===== src/rtl/cga_vram_host.sv =====
// cga_vram_host
//
// Bus-cycle initiator for port 0 of the CGA video RAM arbiter. CPU-side
// byte read/write requests arrive over a valid/ready handshake, are queued
// in strict FIFO order, and are replayed as correctly timed port-0 slots.
// A write slot is a WR_HOLD-cycle write level followed by a recovery gap,
// so that consecutive strobe starts are at least 8 cycles apart. A read
// slot is a read level held for RD_WAIT+1 cycles, after which the read
// data is returned.
//
// Parameters:
//   WR_HOLD        cycles isa_write is held high per write (3..7)
//   RD_WAIT        cycles isa_read is held before data is sampled (1..7)
//
// Ports:
//   clk, reset     clock and asynchronous active-high reset
//   req_valid      request present
//   req_ready      request accepted on req_valid & req_ready
//   req_write      1 = write, 0 = read
//   req_addr       19-bit byte address
//   req_wdata      write data (ignored for reads)
//   rd_valid       one-cycle pulse when rd_data is updated
//   rd_data        last read data, held until the next read completes
//   busy           queue non-empty or a slot in progress
//   isa_addr       port-0 address, held for the whole slot
//   isa_din        port-0 write data, held for the whole slot
//   isa_dout       port-0 read data
//   isa_read       port-0 read level
//   isa_write      port-0 write level (rising edge starts a write)
//   isa_op_enable  high while a read or write slot is active
//
// Configuration macro: CGA_VRAM_HOST_FIFO_EN
//   defined   : 4-entry command queue, requests are posted while slots run
//   undefined : single holding register, req_ready only when idle and empty

module cga_vram_host #(
   parameter int WR_HOLD = 7,
   parameter int RD_WAIT = 2
) (
   input  logic        clk,
   input  logic        reset,
   input  logic        req_valid,
   output logic        req_ready,
   input  logic        req_write,
   input  logic [18:0] req_addr,
   input  logic [7:0]  req_wdata,
   output logic        rd_valid,
   output logic [7:0]  rd_data,
   output logic        busy,
   output logic [18:0] isa_addr,
   output logic [7:0]  isa_din,
   input  logic [7:0]  isa_dout,
   output logic        isa_read,
   output logic        isa_write,
   output logic        isa_op_enable
);

`ifdef CGA_VRAM_HOST_FIFO_EN
   localparam int DEPTH = 4;
`else
   localparam int DEPTH = 1;
`endif

   localparam int PTR_W   = (DEPTH > 1) ? $clog2(DEPTH) : 1;
   localparam int CNT_W   = 3;
   // Recovery gap: fill up to 8 cycles after the write edge, at least 1.
   localparam int GAP_CYC = ((8 - WR_HOLD) < 1) ? 1 : (8 - WR_HOLD);

   localparam logic [CNT_W-1:0] WR_LAST  = CNT_W'(WR_HOLD - 1);
   localparam logic [CNT_W-1:0] GAP_LAST = CNT_W'(GAP_CYC - 1);
   localparam logic [CNT_W-1:0] RD_LAST  = CNT_W'(RD_WAIT);
   localparam logic [PTR_W-1:0] PTR_MAX  = PTR_W'(DEPTH - 1);

   typedef enum logic [1:0] {
      IDLE   = 2'd0,
      WR_HI  = 2'd1,
      WR_GAP = 2'd2,
      RD     = 2'd3
   } state_t;

   state_t           state_q, state_d;
   logic [CNT_W-1:0] cnt_q, cnt_d;
   logic [2:0]       count_q, count_d;
   logic [PTR_W-1:0] wr_ptr_q, wr_ptr_d;
   logic [PTR_W-1:0] rd_ptr_q, rd_ptr_d;
   logic [27:0]      mem_q [DEPTH];
   logic [27:0]      mem_d [DEPTH];
   logic [18:0]      addr_q, addr_d;
   logic [7:0]       din_q, din_d;
   logic [7:0]       rd_data_q, rd_data_d;
   logic             rd_valid_q, rd_valid_d;
   logic             isa_write_q, isa_write_d;
   logic             isa_read_q, isa_read_d;
   logic             op_enable_q, op_enable_d;
   logic             busy_q, busy_d;

   logic             push;
   logic             pop;
   logic             slot_done;
   logic [27:0]      head;

   // Ready depends only on registered state, never on a same-cycle pop,
   // so a full queue turns away a request even while it is draining.
`ifdef CGA_VRAM_HOST_FIFO_EN
   assign req_ready = (count_q != 3'(DEPTH));
`else
   assign req_ready = (state_q == IDLE) && (count_q == 3'd0);
`endif

   assign push = req_valid && req_ready;
   assign head = mem_q[rd_ptr_q];

   // A slot ends on the last gap cycle of a write or the last read cycle.
   always_comb begin
      slot_done = 1'b0;
      case (state_q)
         WR_GAP:  slot_done = (cnt_q == GAP_LAST);
         RD:      slot_done = (cnt_q == RD_LAST);
         default: slot_done = 1'b0;
      endcase
   end

   // Popping straight out of a finishing slot (instead of passing through
   // IDLE) is what keeps queued writes on an exact 8-cycle cadence.
   assign pop = (count_q != 3'd0) && ((state_q == IDLE) || slot_done);

   // Queue bookkeeping: circular buffer with an occupancy count.
   always_comb begin
      mem_d    = mem_q;
      wr_ptr_d = wr_ptr_q;
      rd_ptr_d = rd_ptr_q;
      count_d  = count_q;
      if (push) begin
         mem_d[wr_ptr_q] = {req_write, req_addr, req_wdata};
         wr_ptr_d = (wr_ptr_q == PTR_MAX) ? '0 : wr_ptr_q + PTR_W'(1);
      end
      if (pop) begin
         rd_ptr_d = (rd_ptr_q == PTR_MAX) ? '0 : rd_ptr_q + PTR_W'(1);
      end
      case ({push, pop})
         2'b10:   count_d = count_q + 3'd1;
         2'b01:   count_d = count_q - 3'd1;
         default: count_d = count_q;
      endcase
   end

   // Slot sequencer. The address/data registers load only on a pop, so they
   // stay put through the write gap and the whole read.
   always_comb begin
      state_d    = state_q;
      cnt_d      = cnt_q + 3'd1;
      addr_d     = addr_q;
      din_d      = din_q;
      rd_data_d  = rd_data_q;
      rd_valid_d = 1'b0;
      case (state_q)
         IDLE: begin
            cnt_d = '0;
         end
         WR_HI: begin
            if (cnt_q == WR_LAST) begin
               state_d = WR_GAP;
               cnt_d   = '0;
            end
         end
         WR_GAP: begin
            if (slot_done) begin
               state_d = IDLE;
               cnt_d   = '0;
            end
         end
         RD: begin
            if (slot_done) begin
               state_d    = IDLE;
               cnt_d      = '0;
               rd_data_d  = isa_dout;
               rd_valid_d = 1'b1;
            end
         end
         default: begin
            state_d = IDLE;
            cnt_d   = '0;
         end
      endcase
      if (pop) begin
         state_d = head[27] ? WR_HI : RD;
         cnt_d   = '0;
         addr_d  = head[26:8];
         din_d   = head[7:0];
      end
   end

   // Strobes come from flops decoded off the next state, so a multi-bit
   // state change can never glitch isa_read high during a write slot.
   always_comb begin
      isa_write_d = (state_d == WR_HI);
      isa_read_d  = (state_d == RD);
      op_enable_d = (state_d != IDLE);
      busy_d      = (state_d != IDLE) || (count_d != 3'd0);
   end

   // Control and output registers; reset drops the strobes immediately and
   // empties the queue by clearing the count and pointers.
   always_ff @(posedge clk or posedge reset) begin
      if (reset) begin
         state_q     <= IDLE;
         cnt_q       <= '0;
         count_q     <= '0;
         wr_ptr_q    <= '0;
         rd_ptr_q    <= '0;
         addr_q      <= '0;
         din_q       <= '0;
         rd_data_q   <= '0;
         rd_valid_q  <= 1'b0;
         isa_write_q <= 1'b0;
         isa_read_q  <= 1'b0;
         op_enable_q <= 1'b0;
         busy_q      <= 1'b0;
      end else begin
         state_q     <= state_d;
         cnt_q       <= cnt_d;
         count_q     <= count_d;
         wr_ptr_q    <= wr_ptr_d;
         rd_ptr_q    <= rd_ptr_d;
         addr_q      <= addr_d;
         din_q       <= din_d;
         rd_data_q   <= rd_data_d;
         rd_valid_q  <= rd_valid_d;
         isa_write_q <= isa_write_d;
         isa_read_q  <= isa_read_d;
         op_enable_q <= op_enable_d;
         busy_q      <= busy_d;
      end
   end

   // Queue storage needs no reset: entries are only read while counted.
   always_ff @(posedge clk) begin
      mem_q <= mem_d;
   end

   assign rd_valid      = rd_valid_q;
   assign rd_data       = rd_data_q;
   assign busy          = busy_q;
   assign isa_addr      = addr_q;
   assign isa_din       = din_q;
   assign isa_read      = isa_read_q;
   assign isa_write     = isa_write_q;
   assign isa_op_enable = op_enable_q;

endmodule


===== config.mk =====
export PLATFORM = sky130hd
export DESIGN_NAME = cga_vram_host
export DESIGN_NICKNAME = d
export VERILOG_FILES = /design/src/rtl/cga_vram_host.sv
export SDC_FILE = /design/constraint.sdc
export NUM_CORES = 1
export LEC_CHECK = 0
export BUFFER_PORTS_ARGS = -buffer_cell sky130_fd_sc_hd__buf_2
export CAP_MARGIN = 20
export CORE_ASPECT_RATIO = 1.75
export CORE_MARGIN = 5
export CORE_UTILIZATION = 25
export DETAILED_ROUTE_END_ITERATION = 16
export PLACE_DENSITY_LB_ADDON = 0.1
export SKIP_LAST_GASP = 1
export SYNTH_ARGS = -nofsm -noshare
export SYNTH_HDL_FRONTEND = slang
export SYNTH_SLANG_ARGS = --single-unit

===== constraint.sdc =====
create_clock -name clk -period 3.9 [get_ports clk]
set_clock_uncertainty 0.05 [all_clocks]
set_input_delay 0.585 -clock clk [delete_from_list [all_inputs] [get_ports clk]]
set_output_delay 0.585 -clock clk [all_outputs]
set_load 0.02 [all_outputs]

== After elaboration in Yosys (flattened, before gate mapping) ==
Cells that the tools add are included.

* Logic and storage cells: 63
* Output and inout port bits: 41
* Bits of input ports: 39
* Register bits: 78

* Reductions and logical operators: 14
* Order comparisons: 3
* Add/subtract/negate cells: 5
* Multiplexer cells: 18
* Equality and inequality tests: 9

{| class="wikitable"
|+ Operators with widths
! operator !! count
|-
| $mux W28 || 2
|-
| $bwmux W28 || 1
|-
| $mux W3 || 3
|-
| $pmux W3 S3 || 1
|-
| $eq A2 B2 Y1 const B || 4
|-
| $mux W2 || 4
|-
| $add A3 B1 Y3 const B || 2
|-
| $eq A2 B1 Y1 const B || 3
|-
| $logic_not A3 Y1 || 2
|-
| $pmux W3 S2 || 1
|-
| $reduce_bool A3 Y1 || 2
|-
| $logic_and A1 B1 Y1 || 4
|-
| $mux W1 || 4
|-
| $pmux W2 S2 || 1
|-
| $eq A3 B2 Y1 const B || 1
|-
| $eq A3 B3 Y1 const B || 1
|-
| $sub A3 B1 Y3 const B || 1
|-
| $add A1 B1 Y1 const B || 2
|-
| $logic_not A2 Y1 || 1
|-
| $logic_or A1 B1 Y1 || 2
|-
| $lt A1 B1 Y1 const B || 2
|-
| $pmux W1 S2 || 1
|-
| $reduce_and A2 Y1 || 1
|-
| $reduce_bool A2 Y1 || 1
|-
| other kinds (2) || 2
|}

== Logic depth before layout (Yosys ltp) ==
Gate-level depths: netlist (run 1).

* Depth after elaboration: 8
* Gate-level depth with buffers: 15
* Depth with buffers taken out: 12

== Worst setup path before layout (run 1) ==
OpenSTA, ideal clock, no wires.

* Path type: register to register
* From: register count_q[1]
* To: register busy_q, in the netlist busy
* Library setup time: 0.149 ns
* Slack: 0.331 ns
* Stages on the path, launching flop included: 11
* Required time: 3.701 ns
* Clock period less this slack: 3.569 ns
* Path buffers: 0
* Arrival time: 3.369 ns
* Cell sequence: dfrtp_1 -> nor3_1 -> nor3b_1 -> and2_1 -> inv_1 -> ha_1 -> fa_1 -> xnor2_1 -> nor2_1 -> xor2_1 -> nand4b_1

* Word-level cells in the longest chain between the ends: 7
* Elaborated cells on any way between the ends: 14
* Classes of those cells: 2 x add/sub; 2 x eq/ne; 2 x mux; 8 x reduce/logical

{| class="wikitable"
|+ Ends and longest elaborated chain
! element !! RTL line !! text
|-
| from (decl) || 83 || <nowiki>logic [2:0] count_q, count_d;</nowiki>
|-
| from (signal assigned) || 222 || <nowiki>count_q <= count_d;</nowiki>
|-
| $logic_not A3 Y1 * || 107 || <nowiki>assign req_ready = (state_q == IDLE) && (count_q == 3'd0);</nowiki>
|-
| $logic_and A1 B1 Y1 * || 107 ||
|-
| named net req_ready || 43 || <nowiki>output logic req_ready,</nowiki>
|-
| $logic_and A1 B1 Y1 * || 110 || <nowiki>assign push = req_valid && req_ready;</nowiki>
|-
| $eq A2 B1 Y1 or $eq A2 B2 Y1 (tied branches) || 140 || <nowiki>case ({push, pop})</nowiki>
|-
| $pmux W3 S2 * || 140 ||
|-
| named net count_d[2] || 83 ||
|-
| $reduce_bool A3 Y1 * || 199 || <nowiki>busy_d = (state_d != IDLE) || (count_d != 3'd0);</nowiki>
|-
| $logic_or A1 B1 Y1 * || 199 ||
|-
| named net busy_d || 95 || <nowiki>logic busy_q, busy_d;</nowiki>
|-
| to (signal assigned) || 232 || <nowiki>busy_q <= busy_d;</nowiki>
|-
| to (decl) || 95 ||
|}

Mark *: on every way through the listed nets, which the timed path passes. The rest lies on a longest branch.
A chain may end at the register's enable or synchronous reset.

== Final worst setup path (run 1) ==
* From: register count_q[1]
* To: register busy_q, in the netlist busy

* Word-level cells in the longest chain between the ends: 7
* Elaborated cells on any way between the ends: 14
* Classes of those cells: 2 x add/sub; 2 x eq/ne; 2 x mux; 8 x reduce/logical

{| class="wikitable"
|+ Ends and longest elaborated chain
! element !! RTL line
|-
| $logic_not A3 Y1 || 107
|-
| $logic_and A1 B1 Y1 || 107
|-
| $logic_and A1 B1 Y1 || 110
|-
| $eq A2 B1 Y1 or $eq A2 B2 Y1 (tied branches) || 140
|-
| $pmux W3 S2 * || 140
|-
| named net count_d[2] || 83
|-
| $reduce_bool A3 Y1 * || 199
|-
| $logic_or A1 B1 Y1 * || 199
|-
| named net busy_d || 95
|}

Marked as above.

==> out/results.ini, run 1 <==
[outcome]
outcome = complete, no violations

[clocking]
cts_root_buf = clkbuf_16
clockBufferDepth = 2
ctsHoldBuffers = 0
postCtsResizedCells = 0
clock_latency_ns = 0.33
cts_tree = built
post_cts_buffers = 0
h-tree-depth = 3
cts_buffers = 9
cts_num_sinks = 76
cts.reportedPaths.clkPinSlew_ns = 0.06

[worst_setup_path]
cp_cell_sequence = nor3_1 -> nor3b_1 -> and2_1 -> inv_1 -> ha_1 -> fa_1 -> xnor2_1 -> nor2_1 -> xor2_1 -> nand4b_1
start_kind = flip-flop
cp-end-kind = flip-flop
slowest_delay_ns = 0.49
worst_ep_arrival_time_ns = 2.85
critPathRequiredTime_ns = 4.01
crit_fanout = 5
crit_type = flip-flop to flip-flop
cp_slowest_cell = nor3_1

[die]
fp.dieH_um = 153.5
core_area_mm2 = 0.01158
die_x_um = 92.02
ios = 80
die_area_mm2 = 0.01413
start_util_pct = 25.41
rows = 52

[synth]
ys_ff_latch = 76
synth_cell_types = 35
yosysSeqAreaShare_pct = 69.39
yosysWarnings = 0
synth_nets = 212
syn_area_per_cell_um2 = 17.52
netlist_area_mm2 = 0.002943
yosys.area.top_type = dfrtp_1
yosys-top-cells-area = dfrtp_1, edfxtp_1, mux2_4, mux2_2, ha_1
synth_top_cell_area_share_pct = 40.82
syn_inst = 168

[power_and_ir_drop]
ir_drop_uv = 306.6
p_per_area_mw_per_mm2 = 852.0
power.leakage_nw = 1.694

[timing]
slew_headroom_pct = 55.72
holdWs_ns = 0.2309
hold_viol_final = 0
maxSlewViolCount = 0
period_minus_slack_ns = 2.739
setup_viol = 0
finalSetupTns_ns = 0
fin_crit_sh_pct = 70.23
tightest_slew_ns = 0.6573
max_freq_ghz = 0.3651
rsz0062_at_grt = no

[placed_design]
portBuffers = 79
gp_congestion = 0.6572
post-dp-hpwl_um = 4201

[global_routing]
grt_antenna_before_repair = 0
grt.overflow.total = 0
grt_pass1_wl_um = 9735
grt_pass1_vias = 1780
grt_max_degree = 29
grt.total_usage_pct = 9.252

[detailed_routing]
totalWireLength_um = 6124
routedWlPerCell_um = 15.50
dr.first_iter.drc_count = 36
drc_errors = 0
final_antenna_net_count = 0
viasPerCell = 4.157
vias = 1642
dr.pass1.iters = 3

[final_layout]
layout_commonest_cell = buf_2
num_antenna_cells = 0
fin_nets = 299
final_cell_mix = buf_2, dfrtp_1, edfxtp_1, mux2_4, mux2_2
area_delta_synth_final_pct = 27.55
drive_above_1_share_pct = 52.69

[min_path]
hold_class = input port to asynchronous set/reset pin

[job]
cap_violations = 0

[kinds of logic (layout without fill, tap and decap cells)]
group                    Yosys count  count (layout)  synth area share [%]
flip-flops                        76              76                 69.39
adder cells (fa/ha/maj)            5               5                 2.381
AO/OA/AOI/OAI                     14              14                 3.232
AND/OR/NAND/NOR                   21              21                 4.634
multiplexers                      36              36                 16.20
buffers and inverters             13             105                 3.274
XOR/XNOR                           3               3                0.8930
[layer usage]
| layer | up-vias | part of all wire (%) | global-route usage (%) |
|---|---|---|---|
| met2 | 47 | 54 | 15.73 |
| met4 | 0 | 2.4 | 5.315 |
| met1 | 810 | 37 | 10.02 |
| li1 | 773 | - | - |
| met3 | 12 | 6.3 | 2.934 |
| met5 | - | 0 | 0 |
[cell usage after synthesis, drive strengths merged]
library cell and number:
nand2b 3, ha 4, a31oi 1, buf 4, mux2 36, and2 2
inv 7, nor2 4, edfxtp 28, a22o 1, clkbuf 2, nor3b 1
o32a 1, dfrtp 48, o22ai 1, o21bai 2, nor2b 5, a22oi 1
o31ai 1, a21oi 4, nand4b 1, nand2 2, o21ai 2, xor2 1
fa 1, nor3 1, and4b 1, xnor2 2, or2b 1
[layout make-up]
class | count | area, um^2
Clock buffer | 11 | 232.7
Clock inverter | 5 | 53.80
Fill cell | 1155 | 7828
Inverter | 7 | 26.28
Multi-Input combinational cell | 79 | 812.0
Sequential cell | 76 | 2042
Tap cell | 135 | 168.9
Timing Repair Buffer | 82 | 417.9
[sequential cells by signal (all words and copies together), names as in the netlist]
name           count
mem_q             28
isa_addr          19
isa_din            8
rd_data            8
cnt_q              3
count_q            3
state_q            2
busy               1
isa_op_enable      1
isa_read           1
isa_write          1
rd_valid           1
[critical path: cells and delay by family, from the launching register on]
kind	cells	cell delay (ns)
buf+inv	1	0.04
flops	1	0.41
xor+xnor	2	0.30
simple gates	5	1.19
fa+ha+maj	2	0.60
[per-stage QoR]
stage               setup slack [ns]  instances  area, um^2  utilization, %  power, W
floorplan                     0.3314        168        2943               -  0.002097
global placement               1.185        379        3467           29.94  0.002421
detailed placement             1.121        379        3467           29.94  0.002427
CTS                            1.103        395        3754           32.41  0.003266
global route                  0.8324        395        3754           32.41  0.003391
finish                         1.161        395        3754           32.41  0.003198
[power breakdown]
group	leakage [nW]	total, W	switching (W)	internal [W]
clock	0.143	0.000812	0.000318	0.000494
combinational	0.736	0.00115	0.000593	0.000555
sequential	0.814	0.00124	0.000164	0.00107
total	1.69	0.00320	0.00107	0.00212
[final timing paths]
kind                       cells after the start       endpoint         start  slack [ns]
setup reg to reg                              10           busy    count_q[1]        1.16
hold reg to reg                                1       cnt_q[0]      cnt_q[0]        0.42
max in group asynchronous                      3  isa_op_enable         reset        2.81
min in group clk                               1       mem_q[7]  req_wdata[7]        0.38
hold / removal                                 2    isa_addr[6]         reset        0.23
setup / recovery                              10           busy    count_q[1]        1.16
(Power assumes the default switching activity.)
==> run 2: changes to the inputs <==
Clock period 3.9 ns to 2.37 ns, I/O delays scaled along.
==> run 2 against run 1 <==
Effect of this change:
- final cell count is 2.5% higher
- first-iteration DRC count grew to 2.8 times the previous value
- sequential share of layout area is 1.8 points lower
- sequential cell count stayed put
- critical endpoint unchanged
- wire length is 0.29% lower
- sequential power is 63% higher
- cell area is 3.4% higher
==> out/results.ini, run 2 (synthesized netlist as in run 1, its figures left out) <==
[timing]
maxSlewViolCount = 0  ; unchanged
fin_crit_sh_pct = 98.27  ; +28 points
slew_headroom_pct = 59.67  ; +4.0 points
period_minus_slack_ns = 2.329  ; -0.4099 ns
tightest_slew_ns = 0.5986  ; -0.05865 ns
rsz0062_at_grt = yes
hold_viol_final = 0  ; unchanged
max_freq_ghz = 0.4294  ; +18%
setup_viol = 0  ; unchanged
holdWs_ns = 0.002742  ; -0.2282 ns

[detailed_routing]
viasPerCell = 4.183  ; +0.62%
dr.pass1.iters = 4  ; +1
routedWlPerCell_um = 15.08  ; -2.8%
totalWireLength_um = 6106  ; -0.29%
final_antenna_net_count = 0  ; unchanged
drc_errors = 0  ; unchanged
vias = 1694  ; +3.2%
dr.first_iter.drc_count = 101  ; +180%

[clocking]
cts_root_buf = clkbuf_16
cts_tree = built
ctsHoldBuffers = 0  ; unchanged
clockBufferDepth = 2  ; unchanged
clock_latency_ns = 0.33  ; about the same
h-tree-depth = 3  ; unchanged
cts_num_sinks = 76  ; unchanged
cts.reportedPaths.clkPinSlew_ns = 0.06  ; about the same
cts_buffers = 9  ; unchanged

[worst_setup_path]
rr_worst_depth = 9  ; -1
critPathRequiredTime_ns = 2.50  ; -1.51 ns
cp-end-kind = flip-flop
crit_type = flip-flop to flip-flop
slowest_delay_ns = 0.41  ; -0.08 ns
start_kind = flip-flop
r2r_slack_ns = 0.04  ; -1.12 ns
cp_slowest_cell = fa_2
worst_ep_arrival_time_ns = 2.46  ; -0.39 ns
crit_fanout = 2  ; -3
cp_cell_sequence = nor3_2 -> nor3b_4 -> and2_4 -> inv_2 -> ha_4 -> fa_2 -> mux2_4 -> nor2_4 -> nand4b_1
r2r-end = busy
reg2reg_from = count_q[0]

[final_layout]
post-route-util_pct = 33.51  ; +1.1 points
final_cell_mix = buf_2, dfrtp_1, edfxtp_1, mux2_4, mux2_2
stdcell_count = 405  ; +2.5%
num_antenna_cells = 0  ; unchanged
fin_nets = 309  ; +3.3%
drive_above_1_share_pct = 58.15  ; +5.5 points
layout_commonest_cell = buf_2
area_delta_synth_final_pct = 31.89
largest-register = mem_q
largest_reg_flops = 28  ; unchanged

[power_and_ir_drop]
p_int_w = 0.003548  ; +67%
finalPower_w = 0.005386  ; +68%
p_per_area_mw_per_mm2 = 1388  ; +63%
power.leakage_nw = 1.757  ; +3.8%
ir_drop_uv = 401.6  ; +31%
sw_frac_of_total_pct = 34.12  ; +0.53 points
power_frac_comb_pct = 39.1  ; +3.2 points
clock_power_share_pct = 23.5  ; -1.9 points
seq_power_share_pct = 37.4  ; -1.3 points
p_switching_w = 0.001838  ; +71%

[global_routing]
use_met3_pct = 2.934  ; unchanged
gr-usage-met2_pct = 15.66  ; -0.070 points
grt_max_degree = 29  ; unchanged
grt_pass1_wl_um = 9949  ; +2.2%
grt.total_usage_pct = 9.270  ; +0.018 points
grt_antenna_before_repair = 0  ; unchanged
grt_busiest_layer = met2
met1_usage_pct = 10.17  ; +0.15 points
grt_pass1_vias = 1886  ; +6.0%
grt.overflow.total = 0  ; unchanged

[outcome]
outcome = complete, no violations

[placed_design]
post-dp-hpwl_um = 4251  ; +1.2%
gp_congestion = 0.7329  ; +12%
dp_cells = 388  ; +2.4%
portBuffers = 79  ; unchanged

[die]
core_area_mm2 = 0.01158  ; unchanged
ios = 80  ; unchanged
start_util_pct = 25.41  ; unchanged
fp.dieH_um = 153.5  ; unchanged
die_area_mm2 = 0.01413  ; unchanged
die_x_um = 92.02  ; unchanged
rows = 52  ; unchanged

[job]
cap_violations = 0  ; unchanged

[min_path]
hold_class = input port to asynchronous set/reset pin

run 2: cell count changes in the layout (fill, tap and decap cells not counted), moves of 2 or more:
cell,delta
buf_4,+9
clkbuf_1,-2
clkinv_1,+2
clkinv_2,-2
inv_1,-2
inv_2,+2
inv_6,+2
run 2: power groups by stage:
stage / Clock (W) / Sequential [W] / Combinational (W)
5_1_grt: 0.00138 / 0.00207 / 0.00227
3_5_place_dp: 0 / 0.00203 / 0.00210
4_1_cts: 0.00133 / 0.00202 / 0.00210
6_report: 0.00127 / 0.00202 / 0.00210
2_1_floorplan: 0 / 0.00240 / 0.00107
3_3_place_gp: 0 / 0.00204 / 0.00206
run 2: worst max-delay path by stage:
| stage | from | to | slack, ns | cells past startpoint |
|---|---|---|---|---|
| global route | count_q[0] | busy | -0.05 | 9 |
| CTS | cnt_q[0] | busy | 0.01 | 11 |
| floorplan | count_q[0] | busy | -0.32 | 9 |
| global placement | cnt_q[0] | busy | 0.06 | 11 |
| detailed placement | cnt_q[0] | busy | -0.03 | 11 |
| finish | count_q[0] | busy | 0.04 | 9 |
run 2: repair_timing:
action / 4_1_cts / 5_1_grt
setup buffers: 0 / 1
endpoints found under the setup margin: 1 / 1
resized for setup: 1 / 6
gates cloned: 0 / 0
pin swaps: 1 / 4
run 2: worst max-delay path: cells and delay by family, from the launching register on:
kind / cells / cell delay [ns]
fa+ha+maj: 2 / 0.57
buf+inv: 1 / 0.04
flops: 1 / 0.39
mux: 1 / 0.31
simple gates: 5 / 0.82
run 2: layout make-up:
type | instances | area (um^2)
clock buffer | 10 | 239.0
clock inverter | 6 | 37.54
sequential | 76 | 2043
inverter | 7 | 26.28
tap | 135 | 168.9
multi-input combinational | 79 | 860.8
timing repair buffer | 92 | 505.5
fill | 1134 | 7700
run 2: metal layers:
metal  share of wire (%)  routed length [um]  up-vias
met5                   0                   0        -
met4                 2.5                 155        0
met3                 5.6                 342       15
met2                  52                3175       55
met1                  40                2432      837
li1                    -                   -      787
run 2: stage by stage:
| stage | instance area [um^2] | setup slack [ns] | TNS, ns |
|---|---|---|---|
| 3_5_place_dp | 3571 | -0.02874 | -0.02874 |
| 4_1_cts | 3851 | 0.01350 | 0 |
| 6_report | 3881 | 0.04107 | 0 |
| 2_1_floorplan | 2967 | -0.3235 | -0.5988 |
| 5_1_grt | 3881 | -0.04857 | -0.04857 |
| 3_3_place_gp | 3571 | 0.06201 | 0 |
==> run 3: changes to the inputs <==
Settings changed: CORE_UTILIZATION 25 to 42.
==> run 3 against run 2 <==
Effect of this change:
- final cell count decreased by 13%
- critical path type unchanged
- non-clock buffer count unchanged
- setup slack improved by 0.047 ns
- combinational power decreased by 2%
- highest routed layer unchanged
==> out/results.ini, run 3 (synthesized netlist as in run 1, its figures left out) <==
[worst_setup_path]
slowest_delay_ns = 0.40  ; about the same
cp-end-kind = flip-flop
cp_num_buf_inv = 1  ; unchanged
cp_cell_sequence = nor3_2 -> nor3b_4 -> and2_4 -> inv_2 -> ha_4 -> fa_2 -> mux2_2 -> nor2_1 -> nand4b_1
crit_fanout = 3  ; +1
start_kind = flip-flop
worst_ep_arrival_time_ns = 2.41  ; -0.05 ns
startpoint = count_q[1]
reg2reg_from = count_q[1]
r2r-end = busy
crit_type = flip-flop to flip-flop
cp_slowest_cell = dfrtp_1
rr_worst_depth = 9  ; unchanged
cp.depth = 9  ; unchanged
critPathRequiredTime_ns = 2.49  ; about the same
critPathTopFamily = simple AND/OR/NAND/NOR gates
r2r_slack_ns = 0.09  ; +0.05 ns

[global_routing]
grt_max_degree = 49  ; +69%
grt.overflow.total = 0  ; unchanged
grt.total_usage_pct = 12.92  ; +3.7 points
grt_antenna_before_repair = 0  ; unchanged
grt_pass1_wl_um = 8666  ; -13%
grt_pass1_vias = 1875  ; -0.58%

[detailed_routing]
totalWireLength_um = 5283  ; -13%
drt-met1-wl_um = 1963  ; -19%
routedWlPerCell_um = 14.92  ; -1.0%
vias = 1679  ; -0.89%
drc_errors = 0  ; unchanged
dr.first_iter.drc_count = 60  ; -41%
wl_met3_um = 430  ; +26%
final_antenna_net_count = 0  ; unchanged
wl_met2_um = 2749  ; -13%
routed.top_layer = met4
viasPerCell = 4.743  ; +13%
dr.pass1.iters = 4  ; unchanged

[final_layout]
num_antenna_cells = 0  ; unchanged
post-route-util_pct = 55.09  ; +22 points
final_cell_mix = buf_2, dfrtp_1, edfxtp_1, mux2_4, mux2_2
area_delta_synth_final_pct = 28.36
layout_commonest_cell = buf_2
drive_above_1_share_pct = 57.78  ; -0.37 points
stdcell_count = 354  ; -13%
fin_area_mm2 = 0.003777  ; -2.7%
fin_nets = 309  ; unchanged
largest_reg_flops = 28  ; unchanged
largest-register = mem_q

[power_and_ir_drop]
power_frac_comb_pct = 39.1  ; about the same
ir_drop_uv = 621.8  ; +55%
p_per_area_mw_per_mm2 = 1385  ; -0.20%
seq_power_share_pct = 38.5  ; +1.1 points
p_switching_w = 0.001753  ; -4.6%
p_int_w = 0.003479  ; -1.9%
power.leakage_nw = 1.738  ; -1.1%
sw_frac_of_total_pct = 33.50  ; -0.62 points
clock_power_share_pct = 22.4  ; -1.1 points

[placed_design]
portBuffers = 79  ; unchanged
dp_cells = 336  ; -13%
post-dp-hpwl_um = 3689  ; -13%
gp_congestion = 0.7145  ; -2.5%
dp_slack_ns = -0.01878  ; +0.009958 ns
dpl_cell_area_mm2 = 0.003487  ; -2.3%

[die]
rows = 40  ; -23%
start_util_pct = 42.92  ; +18 points
die_x_um = 73.28  ; -20%
fp.dieH_um = 120.7  ; -21%
core_area_mm2 = 0.006857  ; -41%
die_area_mm2 = 0.008846  ; -37%
ios = 80  ; unchanged

[timing]
hold_viol_final = 0  ; unchanged
setup_slack_ns = 0.08757  ; +0.04650 ns
fin_crit_sh_pct = 96.31  ; -2.0 points
setup_viol = 0  ; unchanged
holdWs_ns = 0.1328  ; +0.1300 ns
tightest_slew_ns = 0.6187  ; +0.02008 ns
slew_headroom_pct = 58.75  ; -0.92 points
max_freq_ghz = 0.4381  ; +2.0%
rsz0062_at_grt = yes
period_minus_slack_ns = 2.282  ; -0.04650 ns
maxSlewViolCount = 0  ; unchanged

[clocking]
clock_latency_ns = 0.32  ; about the same
ctsHoldBuffers = 0  ; unchanged
h-tree-depth = 3  ; unchanged
clockBufferDepth = 2  ; unchanged
cts_num_sinks = 76  ; unchanged
cts_root_buf = clkbuf_16
cts_tree = built
cts.reportedPaths.clkPinSlew_ns = 0.06  ; about the same
cts_buffers = 9  ; unchanged

[min_path]
hold_class = input port to asynchronous set/reset pin

[outcome]
outcome = complete, no violations

[job]
cap_violations = 0  ; unchanged

-- run 3: changes by cell type in the layout (fill, tap and decap cells not counted), sizes merged --
cell,change
inv,-2
clkinv,+3
clkbuf,-1
-- run 3: worst min-delay path: stages --
cell   delay, ns
buf_2       0.10
inv_2       0.03
buf_4       0.49
-- run 3: final cells by class --
| class | count | area (um^2) |
|---|---|---|
| Multi-Input combinational cell | 79 | 852.1 |
| Clock buffer | 9 | 225.2 |
| Sequential cell | 76 | 2042 |
| Inverter | 7 | 26.28 |
| Tap cell | 84 | 105.1 |
| Timing Repair Buffer | 92 | 493.0 |
| Fill cell | 563 | 3079 |
| Clock inverter | 7 | 33.78 |
-- run 3: through the flow --
stage	setup TNS, ns	total power, W
final	0	0.005232
after global routing	-0.02909	0.005539
after CTS	0	0.005292
after detailed placement	-0.01878	0.004082
after global placement	0	0.004038
after floorplan	-0.5988	0.003475
-- run 3: how the worst max path moves through the flow --
stage / to / slack, ns
2_1_floorplan: busy / -0.32
3_3_place_gp: busy / 0.06
3_5_place_dp: busy / -0.02
4_1_cts: busy / 0.02
5_1_grt: busy / -0.03
6_report: busy / 0.09
-- run 3: repair_timing --
action                     in CTS  in global routing
setup buffers                   0                  2
resized for setup               1                  4
setup endpoints to repair       1                  1
cloned                          0                  0
pin swaps                       0                  4
-- run 3: layer usage --
metal,up-vias,GRT usage (%)
met5,-,0
li1,790,-
met2,60,22.31
met3,11,3.328
met1,818,13.50
met4,0,7.968
-- run 3: power groups by stage --
stage | registers [W] | logic, W | clock network (W)
2_1_floorplan | 0.00240 | 0.00107 | 0
3_3_place_gp | 0.00203 | 0.00200 | 0
3_5_place_dp | 0.00204 | 0.00205 | 0
4_1_cts | 0.00202 | 0.00206 | 0.00121
5_1_grt | 0.00207 | 0.00221 | 0.00126
6_report | 0.00201 | 0.00205 | 0.00117
